[config.mk]
export PLATFORM = sky130hd
export DESIGN_NAME = ycbcr2rgb
export DESIGN_NICKNAME = d
export VERILOG_FILES = /design/src/rtl/ycbcr2rgb.sv
export SDC_FILE = /design/constraint.sdc
export NUM_CORES = 1
export LEC_CHECK = 0
export BUFFER_PORTS_ARGS = -buffer_cell sky130_fd_sc_hd__buf_2
export CAP_MARGIN = 10
export CORE_ASPECT_RATIO = 1.25
export CORE_UTILIZATION = 30
export CTS_BUF_LIST = sky130_fd_sc_hd__clkbuf_2 sky130_fd_sc_hd__clkbuf_4 sky130_fd_sc_hd__clkbuf_8
export DETAILED_ROUTE_END_ITERATION = 16
export GPL_TIMING_DRIVEN = 0
export SYNTH_ARGS = -nofsm -noshare
export SYNTH_HDL_FRONTEND = slang
export SYNTH_SLANG_ARGS = --single-unit
[constraint.sdc]
create_clock -name clk -period 6.9 [get_ports clk]
set_input_delay 1.38 -clock clk [delete_from_list [all_inputs] [get_ports clk]]
set_output_delay 1.38 -clock clk [all_outputs]
set_load 0.02 [all_outputs]
[src/rtl/ycbcr2rgb.sv]
// ycbcr2rgb: three-stage BT.601 full-range YCbCr -> RGB converter, valid/ready with one global stall.
// Define YCBCR2RGB_SATCNT_EN to add the per-pixel clamp flag and the sat_clr/sat_count counter.
module ycbcr2rgb #(
  parameter int FRAC_BITS = 13
) (
  input  logic        clk,
  input  logic        rst_n,
  input  logic        in_valid,
  output logic        in_ready,
  input  logic [23:0] in_data,
  output logic        out_valid,
  input  logic        out_ready,
  output logic [23:0] out_data
`ifdef YCBCR2RGB_SATCNT_EN
  ,
  input  logic        sat_clr,
  output logic [15:0] sat_count
`endif
);

  localparam logic signed [23:0] K_R_CR = 24'sd11485;
  localparam logic signed [23:0] K_G_CB = 24'sd2819;
  localparam logic signed [23:0] K_G_CR = 24'sd5850;
  localparam logic signed [23:0] K_B_CB = 24'sd14516;
  localparam logic signed [23:0] RND    = 24'sd1 <<< (FRAC_BITS - 1);

  logic adv;
  logic v1, v2, v3;

  logic              [7:0]  y1;
  logic signed       [8:0]  dcb1, dcr1;
  logic signed       [8:0]  dcb_in, dcr_in;

  logic signed       [23:0] ys2, p_r_cr2, p_g_cb2, p_g_cr2, p_b_cb2;
  logic signed       [23:0] ys_n, p_r_cr_n, p_g_cb_n, p_g_cr_n, p_b_cb_n;

  logic signed       [23:0] s_r, s_g, s_b;
  logic              [7:0]  r3, g3, b3;

  // A negative pre-rounding sum is treated as clamped even when it would round to zero.
  function automatic logic [7:0] clamp8(input logic signed [23:0] s);
    logic signed [23:0] q;
    q = (s + RND) >>> FRAC_BITS;
    if (s[23])               clamp8 = 8'd0;
    else if (q > 24'sd255)   clamp8 = 8'hFF;
    else                     clamp8 = q[7:0];
  endfunction

  assign adv       = !v3 | out_ready;
  assign in_ready  = adv;
  assign out_valid = v3;
  assign out_data  = {b3, g3, r3};

  assign dcb_in = $signed({1'b0, in_data[15:8]} - 9'd128);
  assign dcr_in = $signed({1'b0, in_data[23:16]} - 9'd128);

  assign ys_n     = $signed(24'(y1) << FRAC_BITS);
  assign p_r_cr_n = 24'(dcr1) * K_R_CR;
  assign p_g_cb_n = 24'(dcb1) * K_G_CB;
  assign p_g_cr_n = 24'(dcr1) * K_G_CR;
  assign p_b_cb_n = 24'(dcb1) * K_B_CB;

  assign s_r = ys2 + p_r_cr2;
  assign s_g = ys2 - p_g_cb2 - p_g_cr2;
  assign s_b = ys2 + p_b_cb2;

  always_ff @(posedge clk or negedge rst_n) begin
    if (!rst_n) begin
      v1      <= 1'b0;
      v2      <= 1'b0;
      v3      <= 1'b0;
      y1      <= '0;
      dcb1    <= '0;
      dcr1    <= '0;
      ys2     <= '0;
      p_r_cr2 <= '0;
      p_g_cb2 <= '0;
      p_g_cr2 <= '0;
      p_b_cb2 <= '0;
      r3      <= '0;
      g3      <= '0;
      b3      <= '0;
    end else if (adv) begin
      v1 <= in_valid;
      v2 <= v1;
      v3 <= v2;
      if (in_valid) begin
        y1   <= in_data[7:0];
        dcb1 <= dcb_in;
        dcr1 <= dcr_in;
      end
      if (v1) begin
        ys2     <= ys_n;
        p_r_cr2 <= p_r_cr_n;
        p_g_cb2 <= p_g_cb_n;
        p_g_cr2 <= p_g_cr_n;
        p_b_cb2 <= p_b_cb_n;
      end
      if (v2) begin
        r3 <= clamp8(s_r);
        g3 <= clamp8(s_g);
        b3 <= clamp8(s_b);
      end
    end
  end

`ifdef YCBCR2RGB_SATCNT_EN
  logic sat3;
  logic sat_n;

  function automatic logic clamped(input logic signed [23:0] s);
    logic signed [23:0] q;
    q = (s + RND) >>> FRAC_BITS;
    clamped = s[23] | (q > 24'sd255);
  endfunction

  assign sat_n = clamped(s_r) | clamped(s_g) | clamped(s_b);

  always_ff @(posedge clk or negedge rst_n) begin
    if (!rst_n) begin
      sat3 <= 1'b0;
    end else if (adv && v2) begin
      sat3 <= sat_n;
    end
  end

  always_ff @(posedge clk or negedge rst_n) begin
    if (!rst_n) begin
      sat_count <= '0;
    end else if (sat_clr) begin
      sat_count <= '0;
    end else if (v3 && out_ready && sat3 && (sat_count != 16'hFFFF)) begin
      sat_count <= sat_count + 16'd1;
    end
  end
`endif

endmodule

Yosys cells after proc, flatten, opt, wreduce, memory -nomap -nowiden
Cells that the tools add are included.

word-level totals
  bits in registers = 154
  output and inout port bits = 26
  word-level logic and storage cells = 41

cells by class
  $add $sub $neg = 9
  multiply operators = 4
  $lt $le $gt $ge = 3
  multiplexer cells = 6
  bitwise logic cells = 1
  reduce and logical (&&, ||, !) cells = 4

operators with widths
  operator                number
  $add 24x14->24 const B  3
  $mul 9x13->22 const B   3
  $add 22x24->24          2
  $mux 8                  6
  $gt 11x9->1 const B     3
  $mul 9x15->24 const B   1
  $sub 22x24->24          1
  $sub 24x24->24          1
  $sub 8x8->9 const B     2
  $reduce_and 2->1        3
  $logic_not 1->1         1
  $or 1x1->1              1

Longest topological paths before layout
Gate-level depths: netlist (run 1).

  word-level depth = 6
  gate-level depth with buffers = 20

Worst setup path after synthesis (run 1)
Ideal clock, no wire load.

  path type = register to register
  start = reg dcr1[1]
  end = reg p_r_cr2[23]
  arrival time = 5008 ps
  required time = 6784 ps
  path slack = 1777 ps
  cell stages (with the launch flop) = 16
  clock period less this slack = 5123 ps
  cell sequence = dfrtp_1 > ha_1 > fa_1 > fa_1 > fa_1 > fa_1 > ha_1 > a21oi_1 > nor2b_1 > o311a_1 > o21ai_1 > nand2b_1 > a211o_1 > and4_1 > or2_2 > o311ai_0

on the way
  cells in the longest elaborated chain, start to end = 1

ends and longest elaborated chain
  element                 line  source
  start, declared         31    logic signed [8:0] dcb1, dcr1;
  start signal, assigned  90    dcr1 <= dcr_in;
  $mul 9x15->24           58    assign p_r_cr_n = 24'(dcr1) * K_R_CR;
  end signal, assigned    94    p_r_cr2 <= p_r_cr_n;
  end, declared           34    logic signed [23:0] ys2, p_r_cr2, p_g_cb2, p_g_cr2, p_b_cb2;

Every way passes these cells.
A chain may end at the register's enable or synchronous reset.

Worst setup path after layout (run 1)
  start = reg dcr1[1]
  end = reg p_g_cr2[21]

on the way
  cells in the longest elaborated chain, start to end = 1

ends and longest elaborated chain
  element               line  source
  $mul 9x13->22         60    assign p_g_cr_n = 24'(dcr1) * K_G_CR;
  end signal, assigned  96    p_g_cr2 <= p_g_cr_n;
  end, declared         34

Every way passes these cells.

==> results.py, run 1 <==
metrics = {
    "clock_tree": {
        "cts_tree": "yes",
        "postCtsHoldBufs": 0,
        "ctsLongestPathBuffers": 2,
        "cts_num_sinks": 127,
        "cts_resized": 0,
        "clock_latency_ns": 0.49,
        "h-tree-depth": 4,
        "cts-buffers-inserted": 17,
        "root_buffer": "clkbuf_8",
        "cts.clk_slew.worst_paths_ns": 0.09,
        "postCtsSetupBuffers": 0,
    },
    "grt": {
        "grt_max_degree": 74,
        "antenna_found_initial": 1,
        "overflow": 0,
        "grt_pass1_vias": 10722,
        "grtUsageTotal": 0.143,
        "grt_pass1_wl_mm": 54.1,
    },
    "sta": {
        "fin_skew_ns": 0.0158,
        "rsz0062_at_grt": "no",
        "setup_viol_count_final": 0,
        "period_minus_slack_ns": 5.70,
        "hold_viol_final": 0,
        "setup_tns_ns": 0,
        "fmax_mhz": 176,
        "relSlewSlack": 0.397,
        "tightest_slew_ns": 0.904,
        "maxSlewViolCount": 0,
        "finalCritPeriodShare": 0.826,
    },
    "place": {
        "portBuffers": 53,
        "dp_hpwl_mm": 27.0,
        "place_congestion": 0.886,
    },
    "route": {
        "wirelength_mm": 32.0,
        "wl_per_cell_um": 15.2,
        "dr_wl_met3_um": 622,
        "wl_met2_mm": 16.1,
        "ant_nets": 0,
        "drt_first_pass_iters": 7,
        "routed_via_density": 4.86,
        "drc": 0,
        "wl_met1_mm": 14.3,
        "num_vias": 10233,
        "top_layer_used": "met4",
        "drtIter0Drc": 408,
    },
    "critical_path": {
        "end_kind": "flop",
        "startpoint_type": "flop",
        "criticalPathCategory": "flop to flop",
        "required_ns": 7.30,
        "path_max_fanout": 8,
        "crit_arrival_ns": 6.09,
    },
    "layout": {
        "syn2layout_area_growth_pct": 10.2,
        "drive_above_1_share": 0.102,
        "fill_cells": 4651,
        "fin_nets": 1921,
    },
    "logic_synthesis": {
        "ys_types": 67,
        "ys_ff_latch": 127,
        "synth_fp_nets": 1848,
        "synth-async-reset-ratio": 1.00,
        "synth.area.top_cells": "ha_1 25%, dfrtp_1 23%, fa_1 15%",
        "synth_edf_count": 0,
        "synth_top_area_share": 0.250,
        "yosys_warnings": 0,
        "synth_cells": 1439,
        "dominantRegCellSynth": "dfrtp_1",
        "seq_area_frac_synth": 0.228,
        "synth_top_cell_by_area": "ha_1",
        "synth.avg_cell_area_sq_um": 9.69,
        "syn-cell-area_sq_um": 13900,
    },
    "floorplanning": {
        "start_util": 0.306,
        "die_w_um": 195,
        "placementRows": 87,
        "die-area_sq_um": 47400,
        "ios": 54,
        "die_h_um": 243,
        "coreArea_sq_um": 45500,
    },
    "status": {
        "status": "finished, final reports clean",
    },
    "job": {
        "drv_cap": 0,
    },
    "hold_path": {
        "hold_class": "flop to flop",
    },
}
==> layout by cell type, fill, tap and decap left out, types with 7 or more instances in the layout <==
master,synthesis,final
buf_2,0,52
o21ai_0,80,80
fa_1,102,102
nor3_1,18,18
o221a_2,16,16
xor2_1,36,36
nor2_1,41,41
a311oi_1,10,10
nand2_1,123,123
xnor2_1,51,51
o31ai_1,9,9
ha_1,279,279
a21oi_1,53,53
and2_1,7,7
or2_2,12,12
nand4_1,7,7
inv_1,240,240
nand3_1,22,22
and3_1,10,10
a211oi_1,12,12
o21bai_1,8,8
clkbuf_1,27,27
clkbuf_8,0,17
or3_1,9,9
a31oi_1,13,13
dfrtp_1,127,127
mux2_2,24,24
a21o_1,16,16
==> per-stage QoR <==
step	hold WS (ns)	instance area, sq um	std cells	worst slack, ns	util
after floorplan	0.433	13900	1439	1.78	-
after global placement	0.450	14900	2070	1.29	0.328
after detailed placement	0.452	15000	2071	1.26	0.329
after CTS	0.467	15400	2103	1.20	0.338
after global routing	0.477	15400	2103	0.756	0.338
final	0.467	15400	2104	1.20	0.338
==> state kept, by name (all words and copies together) (netlist names) <==
register and count:
g3 8, out_valid 1, v1 1, p_g_cb2 22, v2 1, b3 8, r3 8, dcr1 8
p_b_cb2 12, p_r_cr2 16, y1 8, p_g_cr2 18, dcb1 8, ys2 8
==> worst max-delay path, stage by stage, from the launching register on <==
cell and delay [ns]:
dfrtp_1 0.54, ha_1 0.50, inv_1 0.14, fa_1 0.52, inv_1 0.07, fa_1 0.49
inv_1 0.05, fa_1 0.50, inv_1 0.04, ha_1 0.33, fa_1 0.47, a21o_1 0.18
a21oi_1 0.22, o21ai_0 0.12, a21oi_1 0.22, o21ai_0 0.21, a211oi_1 0.32, o21ai_0 0.23
a311o_1 0.36, o211ai_1 0.09
==> layout make-up <==
cell class / instances / area [sq um] / share of cell area
Antenna cell: 1 / 2.50 / 0.000163
Clock buffer: 17 / 234 / 0.0152
Sequential cell: 127 / 3180 / 0.207
Timing Repair Buffer: 54 / 299 / 0.0195
Buffer: 30 / 113 / 0.00733
Tap cell: 578 / 723 / 0.0471
Multi-Input combinational cell: 1042 / 9750 / 0.635
Inverter: 240 / 901 / 0.0586
Clock inverter: 15 / 163 / 0.0106
==> cells in the mapped netlist, drive strengths merged (3+ instances only) <==
cell / n
or2: 13
a31oi: 13
o31ai: 9
xnor2: 51
nor2b: 5
dfrtp: 127
inv: 240
nor4: 4
nand2: 123
and2: 7
ha: 279
a211oi: 12
and4: 4
or3: 9
buf: 3
a21oi: 53
a21o: 16
o21bai: 8
o211ai: 6
o21a: 6
nand2b: 5
and3: 11
clkbuf: 27
xor2: 36
a22o: 3
a311oi: 10
a211o: 3
fa: 102
o21ai: 83
o2111ai: 3
a2111oi: 3
nor2: 41
mux2: 24
o221a: 16
nand3: 22
a31o: 6
nor3: 19
nand4: 7
nor3b: 3
==> metal layers <==
layer / vias to the layer above / track usage
met3: 61 / 0.0167
met4: 0 / 0.0588
met5: - / 0
met2: 145 / 0.260
met1: 4962 / 0.170
li1: 5065 / -
==> logic make-up (layout without fill, tap and decap cells) <==
logic type	count (synthesis)	count (layout)	synth area share
buffers and inverters	270	356	0.0727
adder cells (fa/ha/maj)	381	381	0.397
multiplexers	26	26	0.0208
AND/OR/NAND/NOR	280	280	0.0978
flip-flops	127	127	0.228
AO/OA/AOI/OAI	268	268	0.129
XOR/XNOR	87	87	0.0546
other	0	1	0
==> path summary, 6_finish.rpt <==
check	to	slack, ns	startpoint	cells past startpoint
min in group asynchronous	r3[2]	0.83	rst_n	1
worst max-delay path	p_g_cr2[21]	1.20	dcr1[1]	19
max in group asynchronous	dcb1[7]	5.29	rst_n	2
worst max register to register	p_g_cr2[21]	1.20	dcr1[1]	19
worst min-delay path	ys2[15]	0.47	y1[2]	2
worst min register to register	ys2[15]	0.47	y1[2]	2
Power of run 1 is left out: the tool's default activity adds up to more than one toggle a clock period on the data nets, which glitch-free logic cannot reach.
==> inputs of run 2 (changes only) <==
clock period = 5.1 ns   (was 6.9 ns; I/O delays follow)
==> results.py, run 2 (synthesis gave the netlist of run 1 again) <==
metrics = {
    "status": {
        "status": "finished, final reports clean",
    },
    "critical_path": {
        "startpoint_type": "flop",
        "reg2reg_depth": 15,
        "end_kind": "flop",
        "required_ns": 5.51,
        "criticalPathCategory": "flop to flop",
        "path_max_fanout": 5,
        "crit_arrival_ns": 5.48,
    },
    "route": {
        "routed_via_density": 4.86,
        "ant_nets": 0,
        "drt_first_pass_iters": 4,
        "wirelength_mm": 33.0,
        "num_vias": 10330,
        "drc": 0,
        "drtIter0Drc": 475,
        "wl_per_cell_um": 15.5,
    },
    "floorplanning": {
        "die-area_sq_um": 47400,
        "ios": 54,
        "placementRows": 87,
        "die_h_um": 243,
        "die_w_um": 195,
        "coreArea_sq_um": 45500,
        "start_util": 0.306,
    },
    "grt": {
        "grt_pass1_vias": 10663,
        "grtUsageTotal": 0.146,
        "overflow": 0,
        "antenna_found_initial": 2,
        "grt_pass1_wl_mm": 54.6,
        "grt_max_degree": 75,
    },
    "clock_tree": {
        "h-tree-depth": 4,
        "cts-buffers-inserted": 17,
        "cts_tree": "yes",
        "clock_latency_ns": 0.50,
        "cts_num_sinks": 127,
        "ctsLongestPathBuffers": 2,
        "postCtsHoldBufs": 0,
        "cts.clk_slew.worst_paths_ns": 0.09,
        "root_buffer": "clkbuf_8",
    },
    "sta": {
        "relSlewSlack": 0.443,
        "finalCritPeriodShare": 0.994,
        "period_minus_slack_ns": 5.07,
        "rsz0062_at_grt": "yes",
        "maxSlewViolCount": 0,
        "tightest_slew_ns": 0.836,
        "hold_viol_final": 0,
        "setup_viol_count_final": 0,
        "fin_skew_ns": 0.0163,
        "fmax_mhz": 197,
    },
    "layout": {
        "final_util": 0.347,
        "top_regs": "p_g_cb2 x22, p_g_cr2 x18, p_r_cr2 x16",
        "syn2layout_area_growth_pct": 13.4,
        "regMostFlops": "p_g_cb2",
        "final_cell_mix": "270 x ha_1, 237 x inv_1, 123 x nand2_1",
        "fin_nets": 1942,
        "drive_above_1_share": 0.144,
        "layout.cells.non_filler": 2125,
        "largest_reg_flops": 22,
        "final_cell_area_sq_um": 15800,
        "final_common_cell": "ha_1",
    },
    "place": {
        "dp_hpwl_mm": 27.2,
        "dp_cells": 2071,
        "place_congestion": 0.889,
        "portBuffers": 53,
        "place_area_sq_um": 15000,
    },
    "job": {
        "drv_cap": 0,
    },
    "hold_path": {
        "hold_class": "primary input to asynchronous set/reset pin",
    },
}
-- run 2: stage by stage --
step / setup TNS [ns] / setup slack [ns] / hold slack (ns)
after floorplan: 0 / 0.00559 / 0.433
after global placement: -3.31 / -0.511 / 0.450
after detailed placement: -3.87 / -0.559 / 0.460
after CTS: -0.108 / -0.0744 / 0.447
after global routing: -0.377 / -0.153 / 0.482
final: 0 / 0.0306 / 0.447
-- run 2: what timing repair did --
action,in CTS,in global routing
resized for setup,28,33
setup endpoints to repair,13,16
pin swaps,12,12
gates cloned,0,0
setup buffers,18,5
-- run 2: critical path, cell delays in order, from the launching register on --
cell	delay, ns
dfrtp_2	0.49
fa_2	0.41
fa_1	0.46
fa_1	0.54
fa_1	0.44
fa_1	0.54
ha_4	0.21
a21oi_2	0.10
nor2b_1	0.05
o311a_1	0.38
o21ai_2	0.15
nand2b_1	0.12
a211o_1	0.30
and4_4	0.17
or4_4	0.46
a31oi_1	0.16
-- run 2: worst paths after layout --
| path | slack [ns] | start | to |
|---|---|---|---|
| min in group clk | 0.48 | y1[2] | ys2[15] |
| max in group asynchronous | 3.86 | rst_n | dcb1[7] |
| worst min register to register | 0.48 | y1[2] | ys2[15] |
| worst max-delay path | 0.03 | dcr1[3] | p_r_cr2[21] |
| worst max register to register | 0.03 | dcr1[3] | p_r_cr2[21] |
| worst min-delay path | 0.45 | rst_n | r3[2] |
-- run 2: cell type report --
| class | instances | area, sq um |
|---|---|---|
| inverter | 240 | 905 |
| multi-input combinational | 1042 | 9970 |
| antenna | 1 | 2.50 |
| fill | 4621 | 29700 |
| sequential | 127 | 3190 |
| buffer | 29 | 110 |
| clock inverter | 15 | 200 |
| clock buffer | 17 | 234 |
| timing repair buffer | 76 | 464 |
| tap | 578 | 723 |
-- run 2: layer usage --
layer	global-route usage	vias to the layer above	wire length [um]	part of all wire
li1	-	5111	-	-
met1	0.172	5037	14400	0.44
met2	0.264	128	16700	0.51
met3	0.0165	52	656	0.020
met4	0.0658	2	1200	0.036
met5	0	-	13	0.00039
Power of run 2 is left out for the same reason.
==> inputs of run 3 (changes only) <==
--- a/config.mk
+++ b/config.mk
@@ -7,5 +7,5 @@
 export LEC_CHECK = 0
 export BUFFER_PORTS_ARGS = -buffer_cell sky130_fd_sc_hd__buf_2
-export CAP_MARGIN = 10
+export CAP_MARGIN = 5
 export CORE_ASPECT_RATIO = 1.25
 export CORE_UTILIZATION = 30
==> constraint.sdc (replaced) <==
create_clock -name clk -period 5.1 [get_ports clk]
set_input_delay 0.51 -clock clk [delete_from_list [all_inputs] [get_ports clk]]
set_output_delay 0.51 -clock clk [all_outputs]
set_load 0.02 [all_outputs]
==> results.py, run 3 (synthesis gave the netlist of run 1 again) <==
metrics = {
    "place": {
        "place_area_sq_um": 15000,
        "place_congestion": 0.889,
        "dp_hpwl_mm": 27.2,
        "portBuffers": 53,
    },
    "hold_path": {
        "whs_path_depth": 2,
        "hold_class": "primary input to flop",
    },
    "clock_tree": {
        "cts_tree": "yes",
        "clock_latency_ns": 0.50,
        "cts_num_sinks": 127,
        "h-tree-depth": 4,
        "root_buffer": "clkbuf_8",
        "cts.clk_slew.worst_paths_ns": 0.10,
        "ctsLongestPathBuffers": 2,
        "cts-buffers-inserted": 17,
    },
    "route": {
        "drt_first_pass_iters": 4,
        "num_vias": 10325,
        "wirelength_mm": 33.0,
        "ant_nets": 0,
        "drc": 0,
        "routed_via_density": 4.86,
        "drtIter0Drc": 469,
        "wl_per_cell_um": 15.5,
    },
    "grt": {
        "overflow": 0,
        "grt_pass1_vias": 10663,
        "grtUsageTotal": 0.146,
        "grt_pass1_wl_mm": 54.6,
        "grt_max_degree": 75,
        "antenna_found_initial": 2,
    },
    "critical_path": {
        "path_max_fanout": 5,
        "reg2reg_depth": 15,
        "required_ns": 5.51,
        "crit_arrival_ns": 5.48,
        "criticalPathCategory": "flop to flop",
        "startpoint_type": "flop",
        "end_kind": "flop",
    },
    "sta": {
        "fmax_mhz": 197,
        "hold_viol_final": 0,
        "tightest_slew_ns": 0.836,
        "setup_viol_count_final": 0,
        "maxSlewViolCount": 0,
        "fin_skew_ns": 0.0166,
        "relSlewSlack": 0.443,
        "period_minus_slack_ns": 5.07,
        "finalCritPeriodShare": 0.995,
        "rsz0062_at_grt": "yes",
    },
    "status": {
        "status": "finished, final reports clean",
    },
    "floorplanning": {
        "start_util": 0.306,
        "coreArea_sq_um": 45500,
        "ios": 54,
        "die-area_sq_um": 47400,
        "die_h_um": 243,
        "placementRows": 87,
        "die_w_um": 195,
    },
    "job": {
        "drv_cap": 0,
    },
    "layout": {
        "regMostFlops": "p_g_cb2",
        "final_cell_area_sq_um": 15800,
        "final_common_cell": "ha_1",
        "largest_reg_flops": 22,
        "fin_nets": 1943,
        "top_regs": "p_g_cb2 x22, p_g_cr2 x18, p_r_cr2 x16",
        "final_cell_mix": "270 x ha_1, 237 x inv_1, 123 x nand2_1",
        "drive_above_1_share": 0.144,
        "syn2layout_area_growth_pct": 13.4,
    },
}
## run 3: cell types whose count changed in the layout (fill, tap and decap cells not counted)
cell           change
dlygate4sd3_1      +1
## run 3: routing by layer
| metal | global-route usage | wire (um) | vias up |
|---|---|---|---|
| li1 | - | - | 5113 |
| met1 | 0.172 | 14400 | 5033 |
| met2 | 0.264 | 16700 | 125 |
| met3 | 0.0165 | 677 | 52 |
| met4 | 0.0658 | 1200 | 2 |
| met5 | 0 | 13 | - |
## run 3: path summary, 6_finish.rpt
path	from	to	slack (ns)
worst min-delay path	in_data[23]	dcr1[7]	0.20
worst min register to register	y1[2]	ys2[15]	0.48
worst max-delay path	dcr1[3]	p_r_cr2[21]	0.03
worst max register to register	dcr1[3]	p_r_cr2[21]	0.03
min in group asynchronous	rst_n	r3[2]	0.51
max in group asynchronous	rst_n	dcb1[7]	3.80
## run 3: timing repair
action / 4_1_cts / 5_1_grt
resized for setup: 28 / 33
pin swaps: 12 / 12
hold buffers: 1 / 0
gates cloned: 0 / 0
endpoints found under the hold margin: 53 / 0
setup endpoints to repair: 13 / 16
setup buffers: 18 / 5
## run 3: final cells by class
type                    instances  area [sq um]
diodes                          1          2.50
plain buffers                  29           110
clock buffers                  17           234
clock inverters                15           200
fillers                      4620         29700
inverters                     240           905
multi-input cells            1042          9970
flip-flops and latches        127          3190
well taps                     578           723
repair buffers                 77           474
## run 3: stage by stage
| step | hold WS (ns) | setup WS, ns | cells | TNS [ns] | utilization |
|---|---|---|---|---|---|
| finish | 0.202 | 0.0279 | 2126 | 0 | 0.348 |
| CTS | 0.169 | -0.0744 | 2122 | -0.108 | 0.344 |
| floorplan | 0.214 | 0.00559 | 1439 | 0 | - |
| global placement | 0.450 | -0.511 | 2070 | -3.31 | 0.328 |
| detailed placement | 0.460 | -0.559 | 2071 | -3.87 | 0.329 |
| global route | 0.190 | -0.153 | 2126 | -0.377 | 0.348 |
## run 3: critical path: stages (launching register included)
cell and delay, ns:
dfrtp_2 0.49, fa_2 0.41, fa_1 0.46, fa_1 0.54, fa_1 0.44, fa_1 0.54, ha_4 0.21, a21oi_2 0.10
nor2b_1 0.05, o311a_1 0.38, o21ai_2 0.15, nand2b_1 0.12, a211o_1 0.30, and4_4 0.17, or4_4 0.46, a31oi_1 0.16
Power of run 3 is left out for the same reason.
